==> src/rtl/ioctl_load_ctrl_pkg.sv <==
// ----------------------------------------------------------------------------
// bwidow_pkg
// Shared definitions for the ioctl download sequencer: loader FSM states,
// ioctl download index constants and core model-select encodings.
// ----------------------------------------------------------------------------
package bwidow_pkg;

    typedef enum logic [1:0] {
        LD_HOLD,
        LD_RUN,
        LD_LOAD
    } ld_state_e;

    localparam logic [7:0] IDX_ROM = 8'd0;
    localparam logic [7:0] IDX_MOD = 8'd1;
    localparam logic [7:0] IDX_DIP = 8'd254;

    localparam logic [1:0] MOD_BWIDOW   = 2'd0;
    localparam logic [1:0] MOD_GRAVITAR = 2'd1;
    localparam logic [1:0] MOD_LUNARBAT = 2'd2;
    localparam logic [1:0] MOD_SPACDUEL = 2'd3;

endpackage

==> src/rtl/ioctl_load_ctrl_if.sv <==
// ----------------------------------------------------------------------------
// ioctl_load_ctrl_if
// Bundles the hps_io ioctl download bus and the core ROM write port.
//   ioctl_download/wr/addr/dout/index : download stream from hps_io
//   rom_wr/rom_addr/rom_data          : registered ROM write port to the core
// Modports:
//   slave  - the loader (consumes ioctl, drives the ROM port)
//   master - the hps_io side (drives ioctl, observes the ROM port)
// ----------------------------------------------------------------------------
interface ioctl_load_ctrl_if #(
    parameter int unsigned ROM_AW = 16
) ();

    logic              ioctl_download;
    logic              ioctl_wr;
    logic [24:0]       ioctl_addr;
    logic [7:0]        ioctl_dout;
    logic [7:0]        ioctl_index;

    logic              rom_wr;
    logic [ROM_AW-1:0] rom_addr;
    logic [7:0]        rom_data;

    modport slave (
        input  ioctl_download, ioctl_wr, ioctl_addr, ioctl_dout, ioctl_index,
        output rom_wr, rom_addr, rom_data
    );

    modport master (
        output ioctl_download, ioctl_wr, ioctl_addr, ioctl_dout, ioctl_index,
        input  rom_wr, rom_addr, rom_data
    );

endinterface

==> src/rtl/ioctl_load_ctrl_reset_stretch.sv <==
// ----------------------------------------------------------------------------
// reset_stretch
// Loadable down-counter used to extend core reset. Resets to Hold-1, reloads
// Hold-1 on load_i, decrements while en_i and nonzero, and never wraps.
//   clk_i   : clock
//   rst_ni  : asynchronous active-low reset
//   load_i  : reload Hold-1 (wins over en_i)
//   en_i    : decrement enable
//   done_o  : count is zero
// ----------------------------------------------------------------------------
module reset_stretch #(
    parameter int unsigned Hold = 1024
) (
    input  logic clk_i,
    input  logic rst_ni,
    input  logic load_i,
    input  logic en_i,
    output logic done_o
);

    localparam int unsigned CntW = (Hold > 2) ? $clog2(Hold) : 1;
    localparam logic [CntW-1:0] Reload = CntW'(Hold - 1);

    logic [CntW-1:0] cnt_q, cnt_d;

    always_comb begin
        cnt_d = cnt_q;
        if (load_i) begin
            cnt_d = Reload;
        end else if (en_i && (cnt_q != '0)) begin
            cnt_d = cnt_q - CntW'(1);
        end
    end

    always_ff @(posedge clk_i or negedge rst_ni) begin
        if (!rst_ni) begin
            cnt_q <= Reload;
        end else begin
            cnt_q <= cnt_d;
        end
    end

    assign done_o = (cnt_q == '0);

endmodule

==> src/rtl/ioctl_load_ctrl.sv <==
// ----------------------------------------------------------------------------
// ioctl_load_ctrl
// Download sequencer and core reset controller between hps_io and the arcade
// core. Routes ioctl writes by index: 0 -> ROM write port (only while loading),
// 1 -> model select, 254 -> DIP banks. Holds the core in reset during a ROM
// download and for RST_HOLD cycles afterwards or after sys_reset.
// All outputs are registered in the clk_25 domain.
// Ports:
//   clk_25       : system clock
//   RESET_L      : asynchronous active-low reset
//   sys_reset    : synchronous active-high reset request (level)
//   bus          : ioctl download bus in, ROM write port out (slave modport)
//   sw           : DIP banks, byte n at sw[8n+7:8n]
//   mod_id       : model select
//   core_reset_l : active-low core reset
//   rom_oob      : sticky, an index-0 byte fell outside the ROM range
//   rom_sum      : ROM byte checksum since the last download start
// Optional feature macro: LOADER_CHECKSUM_EN enables the rom_sum adder;
// otherwise rom_sum is tied to zero.
// ----------------------------------------------------------------------------
module ioctl_load_ctrl
    import bwidow_pkg::*;
#(
    parameter int unsigned ROM_AW   = 16,
    parameter int unsigned RST_HOLD = 1024
) (
    input  logic               clk_25,
    input  logic               RESET_L,
    input  logic               sys_reset,
    ioctl_load_ctrl_if.slave   bus,
    output logic [63:0]        sw,
    output logic [1:0]         mod_id,
    output logic               core_reset_l,
    output logic               rom_oob,
    output logic [15:0]        rom_sum
);

    ld_state_e         state_q, state_d;
    logic              cnt_load, cnt_en, cnt_done;

    logic              rom_wr_q, rom_wr_d;
    logic [ROM_AW-1:0] rom_addr_q, rom_addr_d;
    logic [7:0]        rom_data_q, rom_data_d;
    logic [63:0]       sw_q, sw_d;
    logic [1:0]        mod_id_q, mod_id_d;
    logic              core_rst_l_q;
    logic              rom_oob_q, rom_oob_d;

    logic              rom_dl_start;
    logic              load_entry;
    logic              rom_wr_hit;
    logic              in_range;
    logic              rom_accept;

    reset_stretch #(
        .Hold (RST_HOLD)
    ) u_reset_stretch (
        .clk_i  (clk_25),
        .rst_ni (RESET_L),
        .load_i (cnt_load),
        .en_i   (cnt_en),
        .done_o (cnt_done)
    );

    assign rom_dl_start = bus.ioctl_download && (bus.ioctl_index == IDX_ROM);

    always_comb begin
        state_d  = state_q;
        cnt_load = 1'b0;
        cnt_en   = 1'b0;
        unique case (state_q)
            LD_HOLD: begin
                cnt_en = 1'b1;
                if (sys_reset) begin
                    cnt_load = 1'b1;
                end else if (cnt_done) begin
                    state_d = LD_RUN;
                end
            end
            LD_RUN: begin
                if (sys_reset) begin
                    state_d  = LD_HOLD;
                    cnt_load = 1'b1;
                end
            end
            LD_LOAD: begin
                // sys_reset is deliberately ignored while loading
                if (!bus.ioctl_download) begin
                    state_d  = LD_HOLD;
                    cnt_load = 1'b1;
                end
            end
            default: begin
                state_d  = LD_HOLD;
                cnt_load = 1'b1;
            end
        endcase
        if (rom_dl_start) begin
            state_d = LD_LOAD;
        end
    end

    assign load_entry = (state_q != LD_LOAD) && (state_d == LD_LOAD);

    // ROM bytes are only taken while already in LOAD; this still covers the
    // write that coincides with the download falling edge.
    assign rom_wr_hit = bus.ioctl_wr && (bus.ioctl_index == IDX_ROM) && (state_q == LD_LOAD);
    assign in_range   = ((bus.ioctl_addr >> ROM_AW) == 25'd0);
    assign rom_accept = rom_wr_hit && in_range;

    always_comb begin
        rom_wr_d   = rom_accept;
        rom_addr_d = rom_addr_q;
        rom_data_d = rom_data_q;
        if (rom_accept) begin
            rom_addr_d = bus.ioctl_addr[ROM_AW-1:0];
            rom_data_d = bus.ioctl_dout;
        end

        rom_oob_d = rom_oob_q | (rom_wr_hit && !in_range);
        if (load_entry) begin
            rom_oob_d = 1'b0;
        end

        mod_id_d = mod_id_q;
        if (bus.ioctl_wr && (bus.ioctl_index == IDX_MOD) &&
            (bus.ioctl_dout <= {6'd0, MOD_SPACDUEL})) begin
            mod_id_d = bus.ioctl_dout[1:0];
        end

        sw_d = sw_q;
        if (bus.ioctl_wr && (bus.ioctl_index == IDX_DIP) && (bus.ioctl_addr[24:3] == 22'd0)) begin
            sw_d[{bus.ioctl_addr[2:0], 3'b000} +: 8] = bus.ioctl_dout;
        end
    end

    always_ff @(posedge clk_25 or negedge RESET_L) begin
        if (!RESET_L) begin
            state_q      <= LD_HOLD;
            rom_wr_q     <= 1'b0;
            rom_addr_q   <= '0;
            rom_data_q   <= 8'h00;
            sw_q         <= 64'd0;
            mod_id_q     <= MOD_BWIDOW;
            core_rst_l_q <= 1'b0;
            rom_oob_q    <= 1'b0;
        end else begin
            state_q      <= state_d;
            rom_wr_q     <= rom_wr_d;
            rom_addr_q   <= rom_addr_d;
            rom_data_q   <= rom_data_d;
            sw_q         <= sw_d;
            mod_id_q     <= mod_id_d;
            // Follows the registered state, so release lands one edge after RUN entry
            core_rst_l_q <= (state_q == LD_RUN);
            rom_oob_q    <= rom_oob_d;
        end
    end

`ifdef LOADER_CHECKSUM_EN
    logic [15:0] rom_sum_q, rom_sum_d;

    always_comb begin
        rom_sum_d = rom_sum_q;
        if (load_entry) begin
            rom_sum_d = 16'h0000;
        end else if (rom_accept) begin
            rom_sum_d = rom_sum_q + {8'h00, bus.ioctl_dout};
        end
    end

    always_ff @(posedge clk_25 or negedge RESET_L) begin
        if (!RESET_L) begin
            rom_sum_q <= 16'h0000;
        end else begin
            rom_sum_q <= rom_sum_d;
        end
    end

    assign rom_sum = rom_sum_q;
`else
    assign rom_sum = 16'h0000;
`endif

    assign bus.rom_wr   = rom_wr_q;
    assign bus.rom_addr = rom_addr_q;
    assign bus.rom_data = rom_data_q;
    assign sw           = sw_q;
    assign mod_id       = mod_id_q;
    assign core_reset_l = core_rst_l_q;
    assign rom_oob      = rom_oob_q;

endmodule

==> src/flat_wrapper.sv <==
// flat-port wrapper written by rule: the top's interface ports become plain ports
module ioctl_load_ctrl_flat import bwidow_pkg::*;
#(
    parameter int unsigned ROM_AW   = 16,
    parameter int unsigned RST_HOLD = 1024
)
  (clk_25, RESET_L, sys_reset, sw, mod_id, core_reset_l, rom_oob, rom_sum, bus_ioctl_download, bus_ioctl_wr, bus_ioctl_addr, bus_ioctl_dout, bus_ioctl_index, bus_rom_wr, bus_rom_addr, bus_rom_data);
  ioctl_load_ctrl_if #(.ROM_AW(ROM_AW)) bus_i ();
  input  logic clk_25;
  input  logic RESET_L;
  input  logic sys_reset;
  output logic [63:0] sw;
  output logic [1:0] mod_id;
  output logic core_reset_l;
  output logic rom_oob;
  output logic [15:0] rom_sum;
  input wire logic [$bits(bus_i.ioctl_download)-1:0] bus_ioctl_download;
  input wire logic [$bits(bus_i.ioctl_wr)-1:0] bus_ioctl_wr;
  input wire logic [$bits(bus_i.ioctl_addr)-1:0] bus_ioctl_addr;
  input wire logic [$bits(bus_i.ioctl_dout)-1:0] bus_ioctl_dout;
  input wire logic [$bits(bus_i.ioctl_index)-1:0] bus_ioctl_index;
  output wire logic [$bits(bus_i.rom_wr)-1:0] bus_rom_wr;
  output wire logic [$bits(bus_i.rom_addr)-1:0] bus_rom_addr;
  output wire logic [$bits(bus_i.rom_data)-1:0] bus_rom_data;
  assign bus_i.ioctl_download = bus_ioctl_download;
  assign bus_i.ioctl_wr = bus_ioctl_wr;
  assign bus_i.ioctl_addr = bus_ioctl_addr;
  assign bus_i.ioctl_dout = bus_ioctl_dout;
  assign bus_i.ioctl_index = bus_ioctl_index;
  assign bus_rom_wr = bus_i.rom_wr;
  assign bus_rom_addr = bus_i.rom_addr;
  assign bus_rom_data = bus_i.rom_data;
  ioctl_load_ctrl #(.ROM_AW(ROM_AW), .RST_HOLD(RST_HOLD)) u_core (.clk_25(clk_25), .RESET_L(RESET_L), .sys_reset(sys_reset), .bus(bus_i), .sw(sw), .mod_id(mod_id), .core_reset_l(core_reset_l), .rom_oob(rom_oob), .rom_sum(rom_sum));
endmodule
==> config.mk <==
export PLATFORM = sky130hd
export DESIGN_NAME = ioctl_load_ctrl_flat
export DESIGN_NICKNAME = d
export VERILOG_FILES = /design/src/rtl/ioctl_load_ctrl_pkg.sv /design/src/rtl/ioctl_load_ctrl_if.sv /design/src/rtl/ioctl_load_ctrl_reset_stretch.sv /design/src/rtl/ioctl_load_ctrl.sv /design/src/flat_wrapper.sv
export SDC_FILE = /design/constraint.sdc
export NUM_CORES = 1
export LEC_CHECK = 0
export ABC_AREA = 1
export BUFFER_PORTS_ARGS = -buffer_cell sky130_fd_sc_hd__buf_2
export CAP_MARGIN = 15
export CORE_MARGIN = 5
export CORE_UTILIZATION = 53
export DETAILED_ROUTE_END_ITERATION = 8
export GPL_TIMING_DRIVEN = 1
export HOLD_SLACK_MARGIN = 0.08
export PLACE_DENSITY_LB_ADDON = 0.08
export SLEW_MARGIN = 10
export SYNTH_ARGS = -nofsm -noshare
export SYNTH_HDL_FRONTEND = slang
export SYNTH_SLANG_ARGS = --single-unit
==> constraint.sdc <==
create_clock -name clk_25 -period 1.9 [get_ports clk_25]
set_input_delay 0.19 -clock clk_25 [delete_from_list [all_inputs] [get_ports clk_25]]
set_output_delay 0.19 -clock clk_25 [all_outputs]
set_load 0.02 [all_outputs]
==> metrics <==
clock skew=0.00548 ns; Placed Instance Area=6620 um^2; postcts setup bufs=0; fin crit share=0.918; Worst EP arrival=2.02 ns; Die H=113 um; Fin. Hold Viols=0; worst min path class=primary input to flip-flop; crit end category=flip-flop; first-pass GRT wire length=25,500 um; core area=10,400 um^2; CTS H-tree lvls=3; DR DRC count=0; I/O Buffers=138; share of layout cells above drive strength 1=0.250; WS Path Type=primary input to flip-flop; Layout area overhead=24.6%; # diodes=0; worst vdd rail ir drop=586 uV; max_slew headroom=0.651; row cnt=37; status=completed; met3 WL=1080 um; dpl hpwl=11,500 um; P_leak=4.06 nW; setup ws final=0.156 ns; Die X=113 um; final net count=961; Worst setup SP type=primary input; register area share after synthesis=0.467; ANT nets after route=0; met2 WL=7450 um; Fill cells=914; unrepaired setup endpoints after global routing=false; Crit path required time=2.17 ns; Max Slew Vio Count=0; synthesized instance count=743; DRT met1 WL=6620 um; Synth Cell Area=5650 um^2; CTS tree=built; post-synthesis average cell area=7.60 um^2; Total Wirelength=15,400 um; CTS Root Buffer Type=clkbuf_8; synth warn=0; Worst Path Max Fanout=63; share of the synthesized area in the top cell type=0.421; GRT Total Usage=0.247; post-place setup slack=-0.0562 ns; maximum clock path buffer count=2; WL/cell=14.7 um; EDFF count, synth=0; FMAX=573 MHz; post-route cell area=7040 um^2; Clock Pin Slew Worst Setup and Hold Paths=0.09 ns; die area=12,800 um^2; gr ovfl total=0; initial antenna violation count=0; Seq cells post-synth=105; pwr dens=604 nW/um^2; largest net degree at the start of global routing=64; GP Congestion=0.879; register area=2640 um^2; clock sink total=105; top-count cell post-synth=nand2_1; CTS buffer count=9; vias in the first global route=5,429; asr flop ratio synth=1.00; Commonest cells post-synth=239 x nand2_1, 111 x nor2_1, 95 x dfrtp_1, 95 x nand4_1, 37 x inv_1; clock latency on the worst-skew pair=0.38 ns; vias=5,581; top routing layer used=met4; IO Pins=155; number of detailed-route iterations in the first pass=5; Synth cell types=31; Synth area leader=dfrtp_1; Top FF cell, synth=dfrtp_1; final setup fails=0; number of max-cap violations=0; Pwr Total=0.00425 W; Via density=5.30; initial drt markers=428; Multi-input gate area=2640 um^2; Final min period=1.74 ns; Initial Util=0.545; worst slew pin tran=0.524 ns; Synth area leaders=dfrtp_1 42%, nand2_1 16%, nand4_1 11%
[repair_timing]
item,CTS,global route
endpoints found under the setup margin,0,38
hold buffers,18,0
endpoints found under the hold margin,40,0
resized for setup,0,5
[logic make-up after synthesis]
group,synth area share
and+or+nand+nor,0.404
DFF,0.467
buffers and inverters,0.0829
AOI/OAI and AO/OA,0.0339
xor gates and xnor gates,0.00465
adders and majority gates,0.00665
other,0.000664
[final timing paths]
kind | depth (start not counted) | end | from | slack [ns]
hold reg to reg | 2 | u_core.sw[31]$_DFFE_PN0P_ | u_core.sw[31]$_DFFE_PN0P_ | 0.47
max in group asynchronous | 3 | u_core.sw[16]$_DFFE_PN0P_ | RESET_L | 0.95
min in group asynchronous | 2 | u_core.core_reset_l$_DFF_PN0_ | RESET_L | 0.33
setup / recovery | 11 | u_core.sw[44]$_DFFE_PN0P_ | bus_ioctl_addr[4] | 0.16
hold / removal | 3 | u_core.bus.rom_data[7]$_DFFE_PN0P_ | bus_ioctl_dout[7] | 0.11
setup reg to reg | 9 | u_core.u_reset_stretch.cnt_q[4]$_DFFE_PN1P_ | u_core.u_reset_stretch.cnt_q[0]$_DFFE_PN1P_ | 0.18
[flip-flops by register name (all words and copies together) (netlist names)]
register                      cells
u_core.bus.rom_data               8
u_core.bus.rom_addr              16
u_core.bus.rom_wr                 1
u_core.core_reset_l               1
u_core.rom_oob                    1
u_core.mod_id                     2
u_core.state_q                    2
u_core.u_reset_stretch.cnt_q     10
u_core.sw                        64
[critical path, stage by stage]
cell and delay, ns:
dlygate4sd3_1 0.53, buf_2 0.14, nor2_1 0.10, nand2_1 0.06, nor2_1 0.10, nand2_1 0.10
nor2_4 0.11, buf_12 0.25, nand3_2 0.21, nand2_1 0.13, nand2_1 0.06
[layout make-up]
| class | instances | area share |
|---|---|---|
| Tap cell | 136 | 0.0242 |
| Timing Repair Buffer | 196 | 0.174 |
| Clock buffer | 14 | 0.0245 |
| Sequential cell | 105 | 0.375 |
| Multi-Input combinational cell | 559 | 0.375 |
| Clock inverter | 2 | 0.00498 |
| Inverter | 41 | 0.0226 |
[through the flow]
stage                     setup TNS [ns]   util  hold WS, ns  cells
after floorplan                        0      -       -0.106    758
after global placement                 0  0.639        0.194   1019
after detailed placement          -0.146  0.639        0.196   1019
after CTS                              0  0.676       0.0872   1053
after global routing                   0  0.679        0.108   1053
final                                  0  0.679        0.112   1053
[placed cells by master, fill, tap and decap left out, drive strengths merged, types with 5 or more instances in the layout]
master	count
nand3	36
nand2	241
o21ai	35
dlygate4sd3	18
nand4	95
inv	39
clkbuf	14
nor2	121
conb	16
buf	178
dfstp	10
nor3	5
dfrtp	95
[power breakdown]
| group | total [W] | leakage, nW | internal (W) | switching (W) |
|---|---|---|---|---|
| registers | 0.00225 | 1.43 | 0.00225 | 0.00000519 |
| clock network | 0.00146 | 0.107 | 0.000717 | 0.000747 |
| logic | 0.000534 | 2.52 | 0.000179 | 0.000355 |
| total | 0.00425 | 4.06 | 0.00314 | 0.00111 |
[routing by layer]
layer / track usage / vias to the layer above
met1: 0.310 / 2619
met2: 0.412 / 173
met4: 0.0793 / 0
met3: 0.0690 / 27
met5: 0 / -
li1: - / 2762
No activity file was read; power rests on OpenSTA's default activity.
